$ cat src/rtl/axis_row_rx_buffer.sv
// axis_row_rx_buffer
// AXI-Stream slave that receives one feature-map row at a time into a two-bank
// (ping-pong) row BRAM. Each completed row is offered to the conv PE side with
// a row_ready / row_consumed handshake. Upstream is stalled while both banks
// hold unconsumed rows.
//
// Handshake semantics: a pixel transfers on a rising edge where
// s_axis_tvalid & s_axis_tready are both high. s_axis_tready is decoded from
// registered state only and never depends on s_axis_tvalid. On the read side,
// a row_consumed pulse releases the presented bank only while row_ready is
// high; otherwise the pulse is ignored.
//
// Optional feature: define RX_ROW_COUNTER_EN to add the rows_received output,
// a 16-bit count of closed rows that clears when the frame's last row is
// consumed.
module axis_row_rx_buffer #(
    parameter int DATA_W = 16,
    parameter int IMG_W  = 64,
    parameter int ADDR_W = 7
) (
    input  logic              clk,
    input  logic              Reset,
    input  logic [DATA_W-1:0] s_axis_tdata,
    input  logic              s_axis_tvalid,
    input  logic              s_axis_tlast,
    output logic              s_axis_tready,
    output logic              wr_en,
    output logic [ADDR_W-1:0] wr_addr,
    output logic [DATA_W-1:0] wr_data,
    input  logic              row_consumed,
    output logic              row_ready,
    output logic              rd_bank,
    output logic              row_is_last,
    output logic              tlast_err,
    output logic              rx_idle
`ifdef RX_ROW_COUNTER_EN
    ,
    output logic [15:0]       rows_received
`endif
);

    localparam int COL_W = (IMG_W > 1) ? $clog2(IMG_W) : 1;
    localparam logic [COL_W-1:0]  COL_LAST  = COL_W'(IMG_W - 1);
    localparam logic [ADDR_W-1:0] BANK1_BASE = ADDR_W'(IMG_W);

    typedef enum logic {
        S_RECV  = 1'b0,
        S_STALL = 1'b1
    } state_t;

    state_t           state;
    logic [COL_W-1:0] col;
    logic             wr_bank;
    logic             rd_bank_q;
    logic [1:0]       full;
    logic [1:0]       last;
    logic             tlast_err_q;

    logic             hs;
    logic             col_end;
    logic             row_close;
    logic             consume;
    logic [1:0]       full_nxt;
    logic [1:0]       last_nxt;

    assign s_axis_tready = (state == S_RECV) & ~Reset;
    assign hs            = s_axis_tvalid & s_axis_tready;
    assign col_end       = (col == COL_LAST);
    assign row_close     = hs & (col_end | s_axis_tlast);
    assign consume       = row_consumed & full[rd_bank_q] & ~Reset;

    assign wr_en   = hs;
    assign wr_addr = (wr_bank ? BANK1_BASE : '0) + ADDR_W'(col);
    assign wr_data = s_axis_tdata;

    assign rd_bank     = rd_bank_q;
    assign row_ready   = full[rd_bank_q] & ~Reset;
    assign row_is_last = last[rd_bank_q] & ~Reset;
    assign tlast_err   = tlast_err_q;
    assign rx_idle     = Reset | (~full[0] & ~full[1] & (col == '0));

    // Next bank flags: release the consumed bank, then mark the closed bank.
    // A close never targets a bank that is full, so the order cannot collide.
    always_comb begin
        full_nxt = full;
        last_nxt = last;
        if (consume) begin
            full_nxt[rd_bank_q] = 1'b0;
            last_nxt[rd_bank_q] = 1'b0;
        end
        if (row_close) begin
            full_nxt[wr_bank] = 1'b1;
            last_nxt[wr_bank] = s_axis_tlast;
        end
    end

    // Column counter, bank pointers, bank flags and the sticky early-tlast flag.
    always_ff @(posedge clk) begin
        if (Reset) begin
            col         <= '0;
            wr_bank     <= 1'b0;
            rd_bank_q   <= 1'b0;
            full        <= 2'b00;
            last        <= 2'b00;
            tlast_err_q <= 1'b0;
        end else begin
            if (hs) begin
                if (row_close) begin
                    col     <= '0;
                    wr_bank <= ~wr_bank;
                end else begin
                    col <= col + 1'b1;
                end
            end
            full <= full_nxt;
            last <= last_nxt;
            if (consume) begin
                rd_bank_q <= ~rd_bank_q;
            end
            if (row_close && !col_end) begin
                tlast_err_q <= 1'b1;
            end
        end
    end

    // Write FSM: stall after a close if the bank we move into is still full
    // (looking at next-state flags so a same-cycle consume avoids a bubble).
    always_ff @(posedge clk) begin
        if (Reset) begin
            state <= S_RECV;
        end else begin
            case (state)
                S_RECV: begin
                    if (row_close && full_nxt[~wr_bank]) begin
                        state <= S_STALL;
                    end
                end
                S_STALL: begin
                    if (!full_nxt[wr_bank]) begin
                        state <= S_RECV;
                    end
                end
                default: state <= S_RECV;
            endcase
        end
    end

`ifdef RX_ROW_COUNTER_EN
    // Closed-row counter; consuming the frame's last row restarts the count.
    always_ff @(posedge clk) begin
        if (Reset) begin
            rows_received <= 16'd0;
        end else if (consume && last[rd_bank_q]) begin
            rows_received <= row_close ? 16'd1 : 16'd0;
        end else if (row_close) begin
            rows_received <= rows_received + 16'd1;
        end
    end
`endif

endmodule

$ cat config.mk
export PLATFORM = sky130hd
export DESIGN_NAME = axis_row_rx_buffer
export DESIGN_NICKNAME = d
export VERILOG_FILES = /design/src/rtl/axis_row_rx_buffer.sv
export SDC_FILE = /design/constraint.sdc
export NUM_CORES = 1
export LEC_CHECK = 0
export ABC_AREA = 1
export CORE_MARGIN = 3
export CORE_UTILIZATION = 40
export CTS_CLUSTER_DIAMETER = 200
export DETAILED_ROUTE_END_ITERATION = 7
export PLACE_DENSITY_LB_ADDON = 0.05
export SYNTH_ARGS = -nofsm -noshare
export SYNTH_HDL_FRONTEND = slang
export SYNTH_SLANG_ARGS = --single-unit
$ cat constraint.sdc
create_clock -name clk -period 2.2 [get_ports clk]
set_input_delay 0.44 -clock clk [delete_from_list [all_inputs] [get_ports clk]]
set_output_delay 0.44 -clock clk [all_outputs]
set_load 0.005 [all_outputs]
# ---- Word-level counts from Yosys, hierarchy flattened
# Cells that the tools add are included.
dict set report classes {
  n_addsub 2
  magnitude_cmp 5
  eq_ne 1
  n_mux 22
  bitwise 21
  reduce_logical 7
}
# operator n
set op_table {}
lappend op_table {{$mux W1} 12}
lappend op_table {{$and A1 B1 Y1} 9}
lappend op_table {{$mux W2} 4}
lappend op_table {{$add A7 B6 Y7} 1}
lappend op_table {{$mux W7} 1}
lappend op_table {{$add A6 B1 Y6 const B} 1}
lappend op_table {{$eq A6 B6 Y1 const B} 1}
lappend op_table {{$logic_not A6 Y1} 1}
lappend op_table {{$lt A1 B2 Y1 const B} 3}
lappend op_table {{$mux W6} 1}
lappend op_table {{$not A1 Y1} 6}
lappend op_table {{$and A2 B2 Y2} 2}
lappend op_table {{$logic_and A1 B1 Y1} 4}
lappend op_table {{$bwmux W2} 1}
lappend op_table {{$demux W1 S1} 2}
lappend op_table {{$ge A1 B1 Y1 const B} 2}
lappend op_table {{$not A2 Y2} 1}
lappend op_table {{$or A1 B1 Y1} 2}
lappend op_table {{$or A2 B2 Y2} 1}
lappend op_table {{$pmux W1 S2} 1}
lappend op_table {{$reduce_and A2 Y1} 1}
lappend op_table {{$logic_not A1 Y1} 1}
dict set report totals {
  ff_bits 14
  inputBits 21
  out_inout_bits 30
  elab_cells 65
}

# ---- Depth between registers and ports, before layout
dict set report depth {
  depth_word 14
  ltp_mapped 8
}

# ---- Least setup slack after synthesis
# No wires, ideal clock.
dict set report synth_timing {
  kind {register to output}
  start {reg col[0]}
  end {out rx_idle}
  t_arrival_ns 0.932
  setup_slack_ns 0.828
  path_stages_with_launch 5
  path_buffers 0
  cell_sequence {dfxtp_1 > inv_1 > ha_1 > nand2_1 > o41ai_1}
}
dict set report synth_between {
  elab_chain_cells 3
}
# element line
set synth_lines {}
lappend synth_lines {{start: declaration} 52} ;# logic [COL_W-1:0] col;
lappend synth_lines {{start signal: assignment} 112} ;# col <= col + 1'b1;
lappend synth_lines {{$logic_not A6 Y1} 80} ;# assign rx_idle = Reset | (~full[0] & ~full[1] & (col == '0));
lappend synth_lines {{$and A1 B1 Y1} 80}
lappend synth_lines {{$or A1 B1 Y1} 80}
lappend synth_lines {{end: declaration} 35} ;# output logic rx_idle
# Every way passes these cells.

# ---- Worst setup path after layout
dict set report layout_timing {
  start {in s_axis_tvalid}
  end {out wr_en}
}
dict set report layout_between {
  elab_chain_cells 1
}
# element line
set layout_lines {}
lappend layout_lines {{start: declaration} 24} ;# input logic s_axis_tvalid,
lappend layout_lines {{$and A1 B1 Y1} 67} ;# assign hs = s_axis_tvalid & s_axis_tready;
lappend layout_lines {{end: declaration} 27} ;# output logic wr_en,
# Every way passes these cells.

==> run metrics <==
Slew HR 0.789; Setup crit start kind input port; sw frac 0.262; via-per-instance ratio 5.00; status finished, final reports clean; setup ws final 143 ps; site row count 17; Leak 0.410 nW; CTS tree yes; DR pass1 iterations 4; Max Slew Vio Count 0; final critical-path required period 2060 ps; nets@finish 153; First DRT Iteration DRCs 8; vias in the first global route 732; CP Max Fanout 2; initial antenna violation count 0; Met1 Wirelength 904 µm; Routed Antenna Nets 0; via count 780; die height 55.0 µm; combinational share of power 0.181; Crit Path Category in -> out; Flop pwr share 0.534; layout cells sized above 1 0.242; multi-input logic area 489 µm²; Synthesized Nets 142; Worst-Margin Slew 313 ps; Hold Fails Final Rpt 0; clock buffer depth 2; GPL Wtd Cong 0.802; Starting Density 0.426; TritonCTS buffer count 3; Max-cap violations 0; metal2 WL 932 µm; Max VDD drop 0.000420 V; DR top layer met4; setup_tns 0 ps; mapped cell area 961 µm²; final wirelength 1990 µm; Area growth syn-to-layout 15.5%; gr usage total 0.154; hpwl dp 1550 µm; final core utilization 0.492; Core Box Area 0.00225 mm²; DRC viols 0; #FFs+latches synth 14; hold path cells 2; clock sinks 14; die span in x 55.0 µm; sequential share of the synthesized area 0.292; Crit path required time 1760 ps; Crit. End Element output port; dominant cell type by area after synthesis dfxtp_1; Remaining Overflow, GRT 0; Port-buffer cells 18; dpl ws -70.0 ps; worst-case reg-to-reg path depth 7; Clk pwr share 0.284; first-pass GRT wire length 3330 µm; PD cells 448 mW/mm²; Register Area 280 µm²; Highest Clock Rate 0.486 GHz; Setup crit start s_axis_tvalid; io pins 51; hold_ws 455 ps; P_int 0.367 mW; reported net switching power 0.130 mW; met3 wire length 123 µm; filler cell count 250; Reg clk slew, reported paths 80 ps; fin cells 156; synth warn 0; WP data arrival 1620 ps; CTS Root Cell clkbuf_4; # setup viols final 0; H-Tree Depth 1; Avg WL per Cell 12.8 µm; hold_sp tlast_err; Placed Instances 153; Worst R2R Start col[1]; top post-synthesis cells by area dfxtp_1, buf_4, nand2_1; share of the synthesized area in the top cell type 0.292; number of diodes 0; Mapped Cells 119; final worst-path cycle share 0.935; Clock Skew 0.543 ps; Post-Syn Area per Cell 8.07 µm²; DIE AREA 0.00303 mm²; RSZ-0062 raised after global routing no; HP Class reg -> reg; Distinct cells, synth 31; worst-skew pair later-pin latency 270 ps; pin count of the biggest net entering global routing 10
[power groups by stage]
stage	Combinational (mW)	Clock [mW]	Sequential, mW
after floorplan	0.0731	0	0.271
after global placement	0.0900	0	0.272
after detailed placement	0.0906	0	0.272
after CTS	0.0903	0.150	0.266
after global routing	0.0990	0.161	0.267
final	0.0901	0.141	0.266
[final cells by class]
| type | count | area share |
|---|---|---|
| Multi-Input combinational cell | 73 | 0.441 |
| Sequential cell | 14 | 0.253 |
| Timing Repair Buffer | 24 | 0.201 |
| Inverter | 14 | 0.0541 |
| Tap cell | 28 | 0.0316 |
| Clock buffer | 3 | 0.0203 |
[path summary, 6_finish.rpt]
path,slack [ps],to
worst max-delay path,140,wr_en
worst min-delay path,450,tlast_err
worst max register to register,810,state
worst min register to register,450,tlast_err
[synth_stat cells, drive strengths merged]
| cell type | number |
|---|---|
| a21oi | 12 |
| a31o | 2 |
| buf | 18 |
| dfxtp | 14 |
| ha | 2 |
| inv | 14 |
| nand2 | 22 |
| nand3 | 10 |
| nand4 | 2 |
| nor2 | 11 |
| nor3 | 3 |
| nor3b | 1 |
| o211ai | 1 |
| o21ai | 3 |
| o21bai | 1 |
| o41ai | 1 |
| xnor2 | 1 |
| xor2 | 1 |
[cell usage in the layout (no fill, tap or decap), types with 2 or more instances in the layout]
cell,n
dfxtp_1,14
buf_4,6
clkbuf_4,3
nand3_2,3
ha_1,2
nand4_1,2
nor2_2,4
clkdlybuf4s50_1,16
nand2_1,18
nor2_1,6
nand3_1,6
nor3_2,2
o21ai_1,2
dlygate4sd2_1,2
a21oi_1,12
nand2_4,2
inv_2,2
inv_1,11
[cell families after synthesis]
family / count (synthesis) / share of synthesized area
AO/OA/AOI/OAI: 20 / 0.133
XOR/XNOR: 2 / 0.0182
adder cells (fa/ha/maj): 2 / 0.0260
buffers and inverters: 32 / 0.207
flip-flops: 14 / 0.292
AND/OR/NAND/NOR: 49 / 0.324
[sequential cells by signal, summed over array words and instances, names as in the netlist]
| signal | count |
|---|---|
| col | 6 |
| full | 2 |
| last | 2 |
| rd_bank | 1 |
| state | 1 |
| tlast_err | 1 |
| wr_bank | 1 |
[worst max-delay path: stages]
cell and delay, ps:
clkdlybuf4s50_1 560, nand2_8 80, inv_8 50, clkdlybuf4s50_1 490
[metal layers]
layer	GRT usage	up-vias
li1	-	395
met1	0.189	347
met2	0.252	28
met3	0.0563	10
met4	0.0445	0
met5	0	-
[timing repair]
action | CTS | global route
hold buffers | 0 | 0
buffers inserted | 0 | 0
resized for setup | 3 | 0
endpoints found under the setup margin | 3 | 0
[through the flow]
step                instance area (µm²)  total power [mW]
finish                             1110             0.497
floorplan                           961             0.344
CTS                                1110             0.506
global route                       1110             0.527
global placement                   1080             0.362
detailed placement                 1080             0.362
No activity file was read; power rests on OpenSTA's default activity.
